### src/rtl/sr_chain_responder.sv
// sr_chain_responder: target-side model of a chain of NUM_WORDS serial-in /
// parallel-out shift registers. Each register is DATA_WIDTH bits wide. The
// block sits at the far end of the shift-register controller's serial bus.
// It also tracks frames and provides a registered random-access read port
// on the latched view of the chain.
//
// Ports:
//   clk, rst_n   system clock, asynchronous active-low reset
//   ser_clk      shift qualifier, one shift per clk edge while high
//   ser_in       serial data from the controller (LSB first)
//   ser_out      chain tail bit word[NUM_WORDS-1][0], combinational
//   rd_addr      latched-word select
//   rd_data      latched word, one cycle latency, 0 when out of range
//   word_strobe  1-cycle pulse per DATA_WIDTH completed shifts
//   frame_done   1-cycle pulse after IDLE_CYCLES consecutive low cycles
//   misaligned   last frame length not a multiple of DATA_WIDTH
//   busy         frame in progress (SHIFT or PAUSE)
module sr_chain_responder #(
    parameter int unsigned DATA_WIDTH  = 8,
    parameter int unsigned NUM_WORDS   = 4,
    parameter int unsigned ADDR_WIDTH  = 2,
    parameter int unsigned IDLE_CYCLES = 4
) (
    input  logic                  clk,
    input  logic                  rst_n,
    input  logic                  ser_clk,
    input  logic                  ser_in,
    output logic                  ser_out,
    input  logic [ADDR_WIDTH-1:0] rd_addr,
    output logic [DATA_WIDTH-1:0] rd_data,
    output logic                  word_strobe,
    output logic                  frame_done,
    output logic                  misaligned,
    output logic                  busy
);

    localparam int unsigned CNT_W  = (DATA_WIDTH > 1) ? $clog2(DATA_WIDTH) : 1;
    localparam int unsigned IDLE_W = $clog2(IDLE_CYCLES);

    typedef enum logic [1:0] {
        ST_IDLE  = 2'd0,
        ST_SHIFT = 2'd1,
        ST_PAUSE = 2'd2
    } state_t;

    state_t                state;
    state_t                state_nxt;
    logic [DATA_WIDTH-1:0] word_q  [NUM_WORDS];
    logic [DATA_WIDTH-1:0] latch_q [NUM_WORDS];
    logic [CNT_W-1:0]      bit_cnt;
    logic [CNT_W-1:0]      bit_nxt;
    logic [IDLE_W-1:0]     idle_cnt;
    logic [IDLE_W-1:0]     idle_nxt;
    logic                  do_latch;
    logic                  frame_end;
    logic                  strobe_nxt;
    logic [DATA_WIDTH-1:0] rd_nxt;

    assign ser_out = word_q[NUM_WORDS-1][0];

    // Next-state, counter and event decode
    always_comb begin
        state_nxt  = state;
        idle_nxt   = idle_cnt;
        bit_nxt    = bit_cnt;
        do_latch   = 1'b0;
        frame_end  = 1'b0;
        strobe_nxt = 1'b0;

        case (state)
            ST_IDLE: begin
                if (ser_clk) begin
                    state_nxt = ST_SHIFT;
                end
            end
            ST_SHIFT: begin
                if (!ser_clk) begin
                    state_nxt = ST_PAUSE;
                    do_latch  = 1'b1;
                    idle_nxt  = IDLE_W'(1);
                end
            end
            ST_PAUSE: begin
                if (ser_clk) begin
                    state_nxt = ST_SHIFT;
                    idle_nxt  = '0;
                end else if (idle_cnt == IDLE_W'(IDLE_CYCLES - 1)) begin
                    state_nxt = ST_IDLE;
                    frame_end = 1'b1;
                    idle_nxt  = '0;
                end else begin
                    idle_nxt = idle_cnt + IDLE_W'(1);
                end
            end
            default: begin
                state_nxt = ST_IDLE;
                idle_nxt  = '0;
            end
        endcase

        // Shifts happen in every state; frame end only occurs with ser_clk low
        if (ser_clk) begin
            if (bit_cnt == CNT_W'(DATA_WIDTH - 1)) begin
                bit_nxt    = '0;
                strobe_nxt = 1'b1;
            end else begin
                bit_nxt = bit_cnt + CNT_W'(1);
            end
        end else if (frame_end) begin
            bit_nxt = '0;
        end
    end

    // Read mux over the latched view; unmatched addresses read as zero
    always_comb begin
        rd_nxt = '0;
        for (int i = 0; i < NUM_WORDS; i++) begin
            if (rd_addr == ADDR_WIDTH'(i)) begin
                rd_nxt = latch_q[i];
            end
        end
    end

    // FSM state and counters
    always_ff @(posedge clk or negedge rst_n) begin
        if (!rst_n) begin
            state    <= ST_IDLE;
            bit_cnt  <= '0;
            idle_cnt <= '0;
        end else begin
            state    <= state_nxt;
            bit_cnt  <= bit_nxt;
            idle_cnt <= idle_nxt;
        end
    end

    // Shift stage: word 0 takes the wire, each word feeds the next one's MSB
    always_ff @(posedge clk or negedge rst_n) begin
        if (!rst_n) begin
            for (int i = 0; i < NUM_WORDS; i++) begin
                word_q[i] <= '0;
            end
        end else if (ser_clk) begin
            word_q[0] <= {ser_in, word_q[0][DATA_WIDTH-1:1]};
            for (int i = 1; i < NUM_WORDS; i++) begin
                word_q[i] <= {word_q[i-1][0], word_q[i][DATA_WIDTH-1:1]};
            end
        end
    end

    // Output latch, captured when shifting stops
    always_ff @(posedge clk or negedge rst_n) begin
        if (!rst_n) begin
            for (int i = 0; i < NUM_WORDS; i++) begin
                latch_q[i] <= '0;
            end
        end else if (do_latch) begin
            for (int i = 0; i < NUM_WORDS; i++) begin
                latch_q[i] <= word_q[i];
            end
        end
    end

    // Registered status outputs and read port
    always_ff @(posedge clk or negedge rst_n) begin
        if (!rst_n) begin
            rd_data     <= '0;
            word_strobe <= 1'b0;
            frame_done  <= 1'b0;
            misaligned  <= 1'b0;
            busy        <= 1'b0;
        end else begin
            rd_data     <= rd_nxt;
            word_strobe <= strobe_nxt;
            frame_done  <= frame_end;
            busy        <= (state_nxt != ST_IDLE);
            if (frame_end) begin
                misaligned <= (bit_cnt != '0);
            end
        end
    end

endmodule

### config.mk
export PLATFORM = sky130hd
export DESIGN_NAME = sr_chain_responder
export DESIGN_NICKNAME = d
export VERILOG_FILES = /design/src/rtl/sr_chain_responder.sv
export SDC_FILE = /design/constraint.sdc
export NUM_CORES = 1
export LEC_CHECK = 0
export ABC_AREA = 1
export CAP_MARGIN = 20
export CORE_AREA = 2 2 80 82
export DETAILED_ROUTE_END_ITERATION = 16
export DIE_AREA = 0 0 82 84
export DONT_BUFFER_PORTS = 1
export GPL_TIMING_DRIVEN = 0
export MAX_ROUTING_LAYER = met4
export PLACE_DENSITY = 0.74
export SYNTH_ARGS = -nofsm -noshare
export SYNTH_HDL_FRONTEND = slang
export SYNTH_SLANG_ARGS = --single-unit
### constraint.sdc
create_clock -name clk -period 2.4 [get_ports clk]
set_clock_uncertainty 0.05 [all_clocks]
set_input_delay 0.24 -clock clk [delete_from_list [all_inputs] [get_ports clk]]
set_output_delay 0.24 -clock clk [all_outputs]
set_load 0.02 [all_outputs]
Word level (Yosys, flattened, before mapping) --
Cells that the tools add are included.
Cells by class: bitwise logic cells 1, eq/ne operators 8, muxes and demuxes 23, reductions and logical operators 6, add/subtract/negate cells 2
Operators with widths (count):
- two-way mux 8 bit | 4
- two-way mux 2 bit | 7
- case mux 2 bit (3 select lines) | 2
- two-way mux 3 bit | 3
- equality test 2 bit (second input constant) | 4
- two-way mux 1 bit | 7
- equality test 2 x 1 -> 1 bit (second input constant) | 2
- logical NOT 2 bit | 2
- nonzero test 2 bit | 2
- adder 3 x 1 -> 3 bit (second input constant) | 1
- equality test 3 bit (second input constant) | 1
- nonzero test 3 bit | 1
- adder 2 x 1 -> 2 bit (second input constant) | 1
- != test 2 bit (second input constant) | 1
- AND reduction 2 bit | 1
- inverter 1 bit | 1
Word-level totals: bits in registers 83, input bits 6, output and inout port bits 13, word-level logic and storage cells 56

Longest topological paths before layout --
Gate-level depths: netlist of run 1.
word-level depth 6, gate-level depth with buffers 8, mapped depth without buffers 8

Worst setup path after synthesis of run 1 --
OpenSTA, ideal clock, no wires.
path kind register -> register, start point register state[1], end point register latch_q[12] (netlist bit), arrival 1.147 ns, library setup time 0.117 ns, stages on the path, launching flop included 8, buffers on the path 2, required time 2.233 ns, clock period less this slack 1.314 ns, slack 1.086 ns, cells stage by stage dfrtp_1 inv_1 ha_1 nand2_4 buf_6 buf_6 nand2_2 o21ai_2
Between the ends: cells in the longest elaborated chain, start to end 2
Ends and longest elaborated chain:
- start: declaration | line 46 | state_t state;
- start signal: assignment | line 131 | state <= state_nxt;
- equality test 2 x 1 -> 1 bit | line 70 | case (state)
- two-way mux 1 bit | line 70
- end signal: indexed assignment | line 159 | latch_q[i] <= word_q[i];
- end: declaration | line 49 | logic [DATA_WIDTH-1:0] latch_q [NUM_WORDS];
No other way between the ends. A chain may end at the register's enable or synchronous reset.

Worst setup path in the final report of run 1 --
Same ends and word-level chain as after synthesis.

==> out/qor.txt, run 1 <==
footprint of the flip-flops and latches: 2080 um2
Max transition margin: 68.0%
total die area: 6890 um2
Final setup viols: 0
P per Cell Area: 1090 nW/um2
CTS clock-pin slew for the worst setup and hold paths: 0.08 ns
ratio of routed vias to standard cells: 5.14
post-synthesis cell type count: 19
count of warnings emitted by yosys: 0
number of cells on the worst reg-to-reg path: 7
post-synth design cell area: 3530 um2
final period utilization: 59.9%
DR vias: 2396
Post-Route Setup TNS: 0 ns
total buffers and inverters traversed by the critical path: 3
largest cells by area after synthesis: sky130_fd_sc_hd__dfrtp_1, sky130_fd_sc_hd__nand2_1, sky130_fd_sc_hd__o21ai_0, sky130_fd_sc_hd__o21ai_2, sky130_fd_sc_hd__inv_1
TritonCTS clock tree: built
largest net degree at the start of global routing: 84
antenna violations before repair: 0
core area: 6100 um2
Hold Crit Class: input port to flip-flop
Std-Cell Rows: 29
arrival time of data at the critical path endpoint: 1.64 ns
setup slack, reg-to-reg: 0.96 ns
multi-input logic area: 1130 um2
cell with the largest stage delay on the worst path: sky130_fd_sc_hd__dfrtp_1
number of post-CTS setup repair buffers: 0
gpl congestion: 0.852
Cells on Worst Hold Path: 3
IR drop worst, VDD: 0.645 mV
height of the die: 84 um
RSZ-0062 raised after global routing: no
Reg-to-Reg Start: state[1]
WP data required: 2.60 ns
clock root buffer: sky130_fd_sc_hd__clkbuf_8
largest stage delay on the critical path: 0.40 ns
result of the run: finished, final reports clean
post-synthesis average cell area: 9.54 um2
crit-path most repeated cell: sky130_fd_sc_hd__buf_6
portion of the post-synthesis area used by sequential elements: 58.8%
gate family responsible for the most delay along the worst path: buffers and inverters
CP max FO: 10
relative area change from synthesis to final layout: 10.5%
total number of clock tree sinks: 83
total iterations of the first detailed-routing run: 7
Syn Nets: 385
worst min-delay path endpoint: rd_data[7]
max-slew violation count: 0
count of port buffers added during placement: 0
total detailed-routing wirelength: 6590 um
crit path capture type: flip-flop
number of DRC violations after detailed routing: 0
fraction of synthesized cell area taken by the top area cell type: 58.8%
Congestion Overflow GR: 0
Setup crit start kind: flip-flop
net total in the final layout: 399
number of max-cap violations: 0
critical path class: flip-flop to flip-flop
fill cell instance count of the final layout: 508
insertion delay of the later-clocked pin in the worst-skew pair: 0.36 ns
final critical delay including setup and external delays: 1.44 ns
post-synthesis register bit count: 83
half-perimeter wire length after placement: 4580 um
post-layout total power: 4.26 mW
DRT iter0 DRCs: 163
number of instances in the synthesized netlist: 370
n_diodes: 0
number of global-route vias before repair: 2416
start point of the worst hold path: rd_addr[0]
reg-to-reg critical path endpoint: latch_q[12]
deepest level of the CTS H-tree: 3
Initial Utilization: 57.9%
gr usage total: 22.9%
die outline width: 82 um
chain of cells forming the critical path: inv_1, ha_1, nand2_4, buf_6, buf_6, nand2_2, o21ai_2
top cell type by total area after synthesis: sky130_fd_sc_hd__dfrtp_1
wire length of the first global-routing pass: 11500 um
leak pwr: 1.91 nW
final routed wire length divided by cell count: 14.1 um
Final Hold Violating Endpoints: 0
number of clock buffers inserted by TritonCTS: 9
fraction of layout cells with a size suffix above 1: 16.2%
maximum clock rate: 695 MHz
pin slew with the least headroom to its limit: 0.478 ns
IO Count: 19
maximum clock insertion buffer count: 2
number of antenna-violating nets in the routed design: 0
power breakdown:
| group | switching, mW | internal, mW | leakage [nW] |
|---|---|---|---|
| registers | 0.332 | 1.80 | 1.09 |
| clock network | 0.502 | 0.614 | 0.108 |
| logic | 0.611 | 0.402 | 0.707 |
| total | 1.44 | 2.81 | 1.91 |
registers in the layout, indices dropped and copies added (netlist names), 2 cells and up:
signal    count
latch_q      32
idle_cnt      2
state         2
word_q       31
bit_cnt       3
rd_data       8
layout by cell type, fill, tap and decap left out:
cell type	count
sky130_fd_sc_hd__bufinv_16	2
sky130_fd_sc_hd__clkinv_2	1
sky130_fd_sc_hd__o21ai_2	22
sky130_fd_sc_hd__nand2_2	8
sky130_fd_sc_hd__nand2_4	1
sky130_fd_sc_hd__clkbuf_1	2
sky130_fd_sc_hd__nand2_1	115
sky130_fd_sc_hd__o21ai_0	40
sky130_fd_sc_hd__dfrtp_1	83
sky130_fd_sc_hd__nor2_1	6
sky130_fd_sc_hd__clkbuf_8	10
sky130_fd_sc_hd__nand4_1	8
sky130_fd_sc_hd__a21oi_1	1
sky130_fd_sc_hd__nand3_1	1
sky130_fd_sc_hd__inv_6	1
sky130_fd_sc_hd__ha_1	9
sky130_fd_sc_hd__clkinv_4	1
sky130_fd_sc_hd__a21oi_2	1
sky130_fd_sc_hd__o21ai_1	9
sky130_fd_sc_hd__buf_6	7
sky130_fd_sc_hd__buf_16	1
sky130_fd_sc_hd__dlygate4sd3_1	2
sky130_fd_sc_hd__buf_4	2
sky130_fd_sc_hd__clkinvlp_4	2
sky130_fd_sc_hd__inv_1	50
sky130_fd_sc_hd__buf_2	4
per-stage QoR:
step / instances / setup WS [ns] / utilization, % / area [um2] / hold WS (ns)
6_report: 466 / 0.961 / 64.0 / 3900 / 0.128
5_1_grt: 466 / 0.863 / 64.0 / 3900 / 0.159
4_1_cts: 466 / 0.947 / 64.0 / 3900 / 0.123
3_5_place_dp: 447 / 0.953 / 59.5 / 3630 / -0.104
3_3_place_gp: 447 / 0.985 / 59.5 / 3630 / -0.104
2_1_floorplan: 370 / 1.09 / - / 3530 / -0.106
what timing repair did:
action                    CTS  global route
hold buffers                3             0
hold endpoints to repair   84             0
gates resized for setup     0             0
worst max path at each step:
stage          slack [ns]  cells past startpoint          end     start
2_1_floorplan        1.09                      7  latch_q[12]  state[1]
3_3_place_gp         0.99                      7  latch_q[19]  state[1]
3_5_place_dp         0.95                      7  latch_q[12]  state[1]
4_1_cts              0.95                      7  latch_q[12]  state[1]
5_1_grt              0.86                      7   latch_q[2]  state[1]
6_report             0.96                      7  latch_q[12]  state[1]
layout make-up:
type	instances	share of cell area [%]
Sequential cell	83	53.3
Clock inverter	6	2.28
Buffer	15	3.11
Clock buffer	10	3.53
Inverter	51	5.04
Timing Repair Buffer	3	1.22
Multi-Input combinational cell	221	29.1
Tap cell	77	2.47
Yosys cell counts:
cell type,n
sky130_fd_sc_hd__nand2_1,115
sky130_fd_sc_hd__dfrtp_1,83
sky130_fd_sc_hd__inv_1,50
sky130_fd_sc_hd__o21ai_0,40
sky130_fd_sc_hd__o21ai_2,22
sky130_fd_sc_hd__ha_1,9
sky130_fd_sc_hd__o21ai_1,9
sky130_fd_sc_hd__nand2_2,8
sky130_fd_sc_hd__nand4_1,8
sky130_fd_sc_hd__buf_6,7
sky130_fd_sc_hd__nor2_1,6
sky130_fd_sc_hd__buf_2,4
sky130_fd_sc_hd__buf_4,2
sky130_fd_sc_hd__clkbuf_1,2
sky130_fd_sc_hd__a21oi_1,1
sky130_fd_sc_hd__a21oi_2,1
sky130_fd_sc_hd__inv_6,1
sky130_fd_sc_hd__nand2_4,1
sky130_fd_sc_hd__nand3_1,1
cell families (layout without fill, tap and decap cells):
group / Yosys count / after routing / synth area share [%]
AOI/OAI and AO/OA: 73 / 73 / 12.8
DFF: 83 / 83 / 58.8
buffers and inverters: 66 / 85 / 9.00
and+or+nand+nor: 139 / 139 / 16.2
adders and majority gates: 9 / 9 / 3.19
per-layer routing:
metal	up-vias	GRT usage, %	part of all wire (%)
met3	14	5.30	4.0
li1	1183	-	-
met1	1151	30.1	46
met2	48	33.9	47
met5	-	-	0
met4	0	9.85	2.0
tightest hold or removal path, cell delays in order:
cell and delay [ns]:
sky130_fd_sc_hd__nor2_1 0.09, sky130_fd_sc_hd__nand2_1 0.08, sky130_fd_sc_hd__nand4_1 0.07
Power figures use the tool's default switching activity.
==> run 2: changes to the inputs <==
- ABC_AREA: 1 -> 0
- CORE_AREA: 2 2 80 82 -> 2 2 83 85
- DIE_AREA: 0 0 82 84 -> 0 0 85 87
- PLACE_DENSITY: 0.74 -> 0.72
- clock period: 2.4 -> 1.2 ns (I/O delays scaled with it)
==> run 2 against run 1 <==
- critical path depth fell by 1
- utilization decreased by 2.2 points
- largest power group unchanged
- sequential power grew 130%
- cell area up 4.0%
- the flow now finishes with violations (negative hold slack, negative setup slack)
- die area increased by 7.4%
- largest cell class unchanged
- worst hold slack lost 0.71 ns
- via count fell by 27%
- wire length is 13% lower
- flip-flop and latch count did not move
==> out/qor.txt, run 2 <==
biggest regs: latch_q x32, word_q x31, rd_data x8
Congestion Overflow GR: 0
maximum clock rate: 653 MHz
clock root buffer: sky130_fd_sc_hd__clkbuf_8
timing startpoint of the critical path: state[1]
final cell area excluding filler cells: 4060 um2
n_diodes: 0
crit path capture type: flip-flop
WP data required: 1.37 ns
setup slack, reg-to-reg: -0.33 ns
post-synthesis cell type count: 23
insertion delay of the later-clocked pin in the worst-skew pair: 0.34 ns
leading cell types in the layout, fill and taps excluded: sky130_fd_sc_hd__dfrtp_1, sky130_fd_sc_hd__mux2_2, sky130_fd_sc_hd__mux2_4, sky130_fd_sc_hd__clkbuf_8, sky130_fd_sc_hd__buf_4
pin slew with the least headroom to its limit: 0.477 ns
number of instances in the synthesized netlist: 215
portion of the post-synthesis area used by sequential elements: 59.1%
final period utilization: 128%
share of synthesized flip-flops with an asynchronous set or reset: 100%
Hold Crit Class: input port to asynchronous set/reset pin
count of flip-flops with a built-in enable after synthesis: 0
final critical delay including setup and external delays: 1.53 ns
count of non-filler cells in the finished layout: 327
CP max FO: 10
P per Cell Area: 2410 nW/um2
post-synth design cell area: 3520 um2
deepest level of the CTS H-tree: 3
Final setup viols: 41
most instantiated cells after synthesis: sky130_fd_sc_hd__dfrtp_1, sky130_fd_sc_hd__mux2_2, sky130_fd_sc_hd__mux2_4, sky130_fd_sc_hd__ha_1, sky130_fd_sc_hd__inv_1
count of port buffers added during placement: 0
Syn Nets: 230
Final Hold Violating Endpoints: 83
DRT iter0 DRCs: 93
fill cell instance count of the final layout: 477
Adder-Cell Fraction of Synth Area: 3.20%
number of DRC violations after detailed routing: 0
max-slew violation count: 0
post-layout util: 61.8%
leak pwr: 1.89 nW
core area: 6570 um2
fraction of layout cells with a size suffix above 1: 51.8%
number of antenna-violating nets in the routed design: 0
fraction of synthesized cell area taken by the top area cell type: 59.1%
Max transition margin: 68.2%
IO Count: 19
top cell type by total area after synthesis: sky130_fd_sc_hd__dfrtp_1
total iterations of the first detailed-routing run: 7
gr usage total: 17.4%
half-perimeter wire length after placement: 3620 um
Synth Area in Compound Gates: 2.31%
DR vias: 1749
antenna violations before repair: 0
cell with the most instances after synthesis: sky130_fd_sc_hd__dfrtp_1
synthesized-area fraction occupied by and/or/nand/nor cells: 2.14%
TritonCTS clock tree: built
commonest register cell after synthesis: sky130_fd_sc_hd__dfrtp_1
net total in the final layout: 257
area of placed instances: 3640 um2
largest cells by area after synthesis: sky130_fd_sc_hd__dfrtp_1, sky130_fd_sc_hd__mux2_4, sky130_fd_sc_hd__mux2_2, sky130_fd_sc_hd__mux4_2, sky130_fd_sc_hd__ha_1
wire length of the first global-routing pass: 9480 um
minimum setup slack in the final design: -0.331 ns
pre-CTS setup slack: -0.416 ns
arrival time of data at the critical path endpoint: 1.71 ns
Initial Utilization: 53.5%
RSZ-0062 raised after global routing: yes
die outline width: 85 um
number of clock buffers inserted by TritonCTS: 9
result of the run: finished, violations left
ratio of routed vias to standard cells: 5.35
number of max-cap violations: 0
post-synthesis average cell area: 16.4 um2
largest net degree at the start of global routing: 84
hold-fix buffer count after cts: 1
portion of netlist area occupied by mux cells: 29.1%
Synth Area in XOR/XNOR: 0%
critical path class: flip-flop to flip-flop
final routed wire length divided by cell count: 17.4 um
maximum clock insertion buffer count: 2
total die area: 7400 um2
most common cell after layout, fill and taps aside: sky130_fd_sc_hd__dfrtp_1
Setup crit start kind: flip-flop
count of warnings emitted by yosys: 0
IR drop worst, VDD: 1.40 mV
number of global-route vias before repair: 1848
final worst hold slack: -0.585 ns
total detailed-routing wirelength: 5710 um
total number of clock tree sinks: 83
gpl congestion: 0.725
dominant combinational cell family by area after synthesis: multiplexers
Reg-to-Reg Start: state[1]
CTS clock-pin slew for the worst setup and hold paths: 0.08 ns
max FFs per register: 32
Std-Cell Rows: 30
height of the die: 87 um
total instance count after detailed placement: 295
post-synthesis register bit count: 83
violated checks: negative hold slack, negative setup slack
Largest Register: latch_q
relative area change from synthesis to final layout: 15.4%
## run 2: changes by cell type in the layout (fill, tap and decap cells not counted), moves of 6 or more
cell                      delta
sky130_fd_sc_hd__nand4_1     -8
sky130_fd_sc_hd__o21ai_0    -38
sky130_fd_sc_hd__o21ai_1     -7
sky130_fd_sc_hd__mux2_4     +32
sky130_fd_sc_hd__mux2_2     +33
sky130_fd_sc_hd__inv_1      -44
sky130_fd_sc_hd__nand2_1   -112
sky130_fd_sc_hd__o21ai_2    -21
sky130_fd_sc_hd__nand2_2     -6
sky130_fd_sc_hd__buf_4      +10
sky130_fd_sc_hd__mux4_2      +8
## run 2: what timing repair did
action                                  in CTS  in global routing
endpoints found under the setup margin      42                 41
endpoints found under the hold margin       84                 83
buffers inserted                            10                  5
resized for setup                           17                  8
pin swaps                                    4                  7
## run 2: cell type report
class | instances | area (um2) | share of cell area, %
plain buffers | 11 | 111 | 2.74
clock buffers | 15 | 176 | 4.35
clock inverters | 1 | 30.0 | 0.740
inverters | 9 | 36.3 | 0.894
multi-input cells | 112 | 1390 | 34.3
flip-flops and latches | 83 | 2080 | 51.2
well taps | 80 | 100 | 2.47
repair buffers | 16 | 134 | 3.30
## run 2: worst max-delay path, stage by stage, from the launching register on
cell and delay, ns:
sky130_fd_sc_hd__dfrtp_1 0.40, sky130_fd_sc_hd__inv_2 0.09, sky130_fd_sc_hd__ha_4 0.14, sky130_fd_sc_hd__nor2b_4 0.13
sky130_fd_sc_hd__buf_6 0.14, sky130_fd_sc_hd__buf_12 0.16, sky130_fd_sc_hd__mux2_4 0.30
## run 2: cells by family (layout without fill, tap and decap cells)
| logic type | after synthesis | in the layout |
|---|---|---|
| AOI/OAI and AO/OA | 14 | 14 |
| adders and majority gates | 9 | 9 |
| buffers and inverters | 20 | 52 |
| DFF | 83 | 83 |
| muxes | 73 | 73 |
| and+or+nand+nor | 16 | 16 |
## run 2: stage by stage
step	TNS [ns]	power, mW	hold WS [ns]
3_3_place_gp	-12.87	7.18	-0.223
2_1_floorplan	-9.27	6.76	-0.226
4_1_cts	-10.28	9.71	-0.604
3_5_place_dp	-13.50	7.30	-0.224
6_report	-11.75	9.76	-0.585
5_1_grt	-13.35	10.3	-0.616
## run 2: worst paths after layout
kind	endpoint	cells past startpoint
max reg2reg	latch_q[26]	6
min reg2reg	latch_q[10]	1
max	latch_q[26]	6
min	rd_data[7]	0
max in group asynchronous	state[0]	0
min in group clk	ser_out	2
## run 2: power by group
group / internal, mW / switching (mW) / total (mW)
Sequential: 3.89 / 0.909 / 4.80
Combinational: 1.96 / 0.964 / 2.93
Clock: 1.14 / 0.905 / 2.04
## run 2: layer usage
metal / track usage (%) / vias to the layer above / routed length, um / part of all wire, %
met5: - / - / 0 / 0
met4: 4.76 / 0 / 57 / 1.0
met3: 5.12 / 5 / 156 / 2.7
met2: 27.9 / 26 / 2810 / 49
met1: 21.8 / 907 / 2680 / 47
li1: - / 811 / - / -
==> run 3: changes to the inputs <==
- CELL_PAD_IN_SITES_DETAIL_PLACEMENT: default -> 0
- CELL_PAD_IN_SITES_GLOBAL_PLACEMENT: default -> 1
- CORE_AREA: 2 2 83 85 -> 2 2 89 91
- CTS_CLUSTER_SIZE: default -> 20
- DIE_AREA: 0 0 85 87 -> 0 0 91 93
- GPL_ROUTABILITY_DRIVEN: default -> 1
- PLACE_DENSITY: 0.72 -> default
- PLACE_DENSITY_LB_ADDON: default -> 0.1
==> run 3 against run 2 <==
- the run still ends with negative hold slack, negative setup slack left
- worst hold slack lost 0.0057 ns
- highest routed layer unchanged
- global-route usage shrank 0.56 points
- non-clock buffer count shrank 3
- critical endpoint unchanged
- maximum frequency shrank 0.75%
==> out/qor.txt, run 3 (synthesis gave the netlist of run 2 again) <==
total number of clock tree sinks: 83
Congestion Overflow GR: 0
Setup crit start kind: flip-flop
number of antenna-violating nets in the routed design: 0
Reg-to-Reg Start: state[1]
arrival time of data at the critical path endpoint: 1.72 ns
number of cells on the worst reg-to-reg path: 6
reg-to-reg critical path endpoint: latch_q[26]
largest stage delay on the critical path: 0.40 ns
final period utilization: 129%
relative area change from synthesis to final layout: 17.1%
RSZ-0062 raised after global routing: yes
IO Count: 19
wire length of the first global-routing pass: 10300 um
DR vias: 1780
insertion delay of the later-clocked pin in the worst-skew pair: 0.35 ns
CTS clock-pin slew for the worst setup and hold paths: 0.08 ns
number of global-route vias before repair: 1861
Final setup viols: 41
n_diodes: 0
final worst hold slack: -0.591 ns
antenna violations before repair: 0
deepest level of the CTS H-tree: 3
WP data required: 1.38 ns
half-perimeter wire length after placement: 4060 um
leak pwr: 1.89 nW
critical path class: flip-flop to flip-flop
number of DRC violations after detailed routing: 0
number of max-cap violations: 0
number of clock buffers inserted by TritonCTS: 9
most common cell after layout, fill and taps aside: sky130_fd_sc_hd__dfrtp_1
violated checks: negative hold slack, negative setup slack
chain of cells forming the critical path: inv_2, ha_4, nor2b_4, buf_8, buf_12, mux2_4
fraction of layout cells with a size suffix above 1: 51.2%
max-slew violation count: 0
fill cell instance count of the final layout: 645
die outline width: 91 um
IR drop worst, VDD: 1.14 mV
final critical delay including setup and external delays: 1.54 ns
cell with the largest stage delay on the worst path: sky130_fd_sc_hd__dfrtp_1
total die area: 8460 um2
hold-fix buffer count after cts: 1
count of port buffers added during placement: 0
Hold Crit Class: input port to asynchronous set/reset pin
crit path capture type: flip-flop
Largest Register: latch_q
post-layout total power: 10.2 mW
max FFs per register: 32
largest net degree at the start of global routing: 84
CP max FO: 10
minimum setup slack in the final design: -0.343 ns
leading cell types in the layout, fill and taps excluded: sky130_fd_sc_hd__dfrtp_1, sky130_fd_sc_hd__mux2_2, sky130_fd_sc_hd__mux2_4, sky130_fd_sc_hd__clkbuf_8, sky130_fd_sc_hd__buf_4
P per Cell Area: 2480 nW/um2
ratio of routed vias to standard cells: 5.14
Final Hold Violating Endpoints: 83
Std-Cell Rows: 32
pre-CTS setup slack: -0.415 ns
total buffers and inverters traversed by the critical path: 3
gate family responsible for the most delay along the worst path: flip-flops
gpl congestion: 0.688
DRT iter0 DRCs: 67
TritonCTS clock tree: built
net total in the final layout: 254
biggest regs: latch_q x32, word_q x31, rd_data x8
clock root buffer: sky130_fd_sc_hd__clkbuf_8
pin slew with the least headroom to its limit: 0.468 ns
Initial Utilization: 46.7%
final routed wire length divided by cell count: 18.0 um
Max transition margin: 68.8%
result of the run: finished, violations left
height of the die: 93 um
core area: 7530 um2
maximum clock rate: 648 MHz
maximum clock insertion buffer count: 2
setup slack, reg-to-reg: -0.34 ns
total detailed-routing wirelength: 6240 um
gr usage total: 16.8%
total iterations of the first detailed-routing run: 4
==> run 3: routing by layer <==
metal  up-vias  part of all wire, %  track usage [%]
li1        802                    -                -
met1       950                   47             21.8
met2        21                   49             25.4
met3         7                  3.3             6.45
met4         0                  1.1             4.17
met5         -                    0                -
==> run 3: power by group <==
group	internal, mW	switching (mW)	total (mW)
Combinational	1.98	0.999	2.98
Clock	1.44	0.955	2.40
Sequential	3.89	0.960	4.85
==> run 3: area by class of cell <==
class | instances | area, um2 | share of cell area (%)
flip-flops and latches | 83 | 2080 | 50.5
plain buffers | 11 | 115 | 2.80
clock inverters | 4 | 97.6 | 2.37
clock buffers | 12 | 145 | 3.52
repair buffers | 13 | 128 | 3.10
inverters | 9 | 33.8 | 0.820
well taps | 102 | 128 | 3.10
multi-input cells | 112 | 1390 | 33.8
==> run 3: how the worst max path moves through the flow <==
stage	startpoint	end	slack (ns)	cells after the start
global route	state[1]	latch_q[20]	-0.39	6
floorplan	state[1]	latch_q[0]	-0.28	6
global placement	state[0]	bit_cnt[0]	-0.35	6
detailed placement	state[0]	bit_cnt[0]	-0.42	6
finish	state[1]	latch_q[26]	-0.34	6
CTS	state[1]	latch_q[26]	-0.33	6
==> run 3: what timing repair did <==
action | in CTS | in global routing
resized for setup | 8 | 15
cloned | 1 | 0
setup endpoints to repair | 42 | 42
hold endpoints to repair | 84 | 83
setup buffers | 6 | 5
pin swaps | 3 | 5
==> run 3: worst register-to-register path: cells and delay by family (launching register included) <==
family / cells / cell delay (ns)
multiplexers: 1 / 0.31
flip-flops: 1 / 0.40
AND/OR/NAND/NOR: 1 / 0.14
adder cells (fa/ha/maj): 1 / 0.13
buffers and inverters: 3 / 0.40
==> run 3: per-stage QoR <==
step | cells | TNS [ns] | utilization [%] | instance area, um2 | hold slack (ns)
2_1_floorplan | 215 | -9.27 | - | 3540 | -0.226
3_3_place_gp | 317 | -11.76 | 48.7 | 3670 | -0.224
3_5_place_dp | 317 | -13.27 | 48.7 | 3670 | -0.224
4_1_cts | 341 | -11.01 | 53.4 | 4020 | -0.610
5_1_grt | 346 | -14.00 | 54.7 | 4120 | -0.635
6_report | 346 | -11.80 | 54.7 | 4120 | -0.591
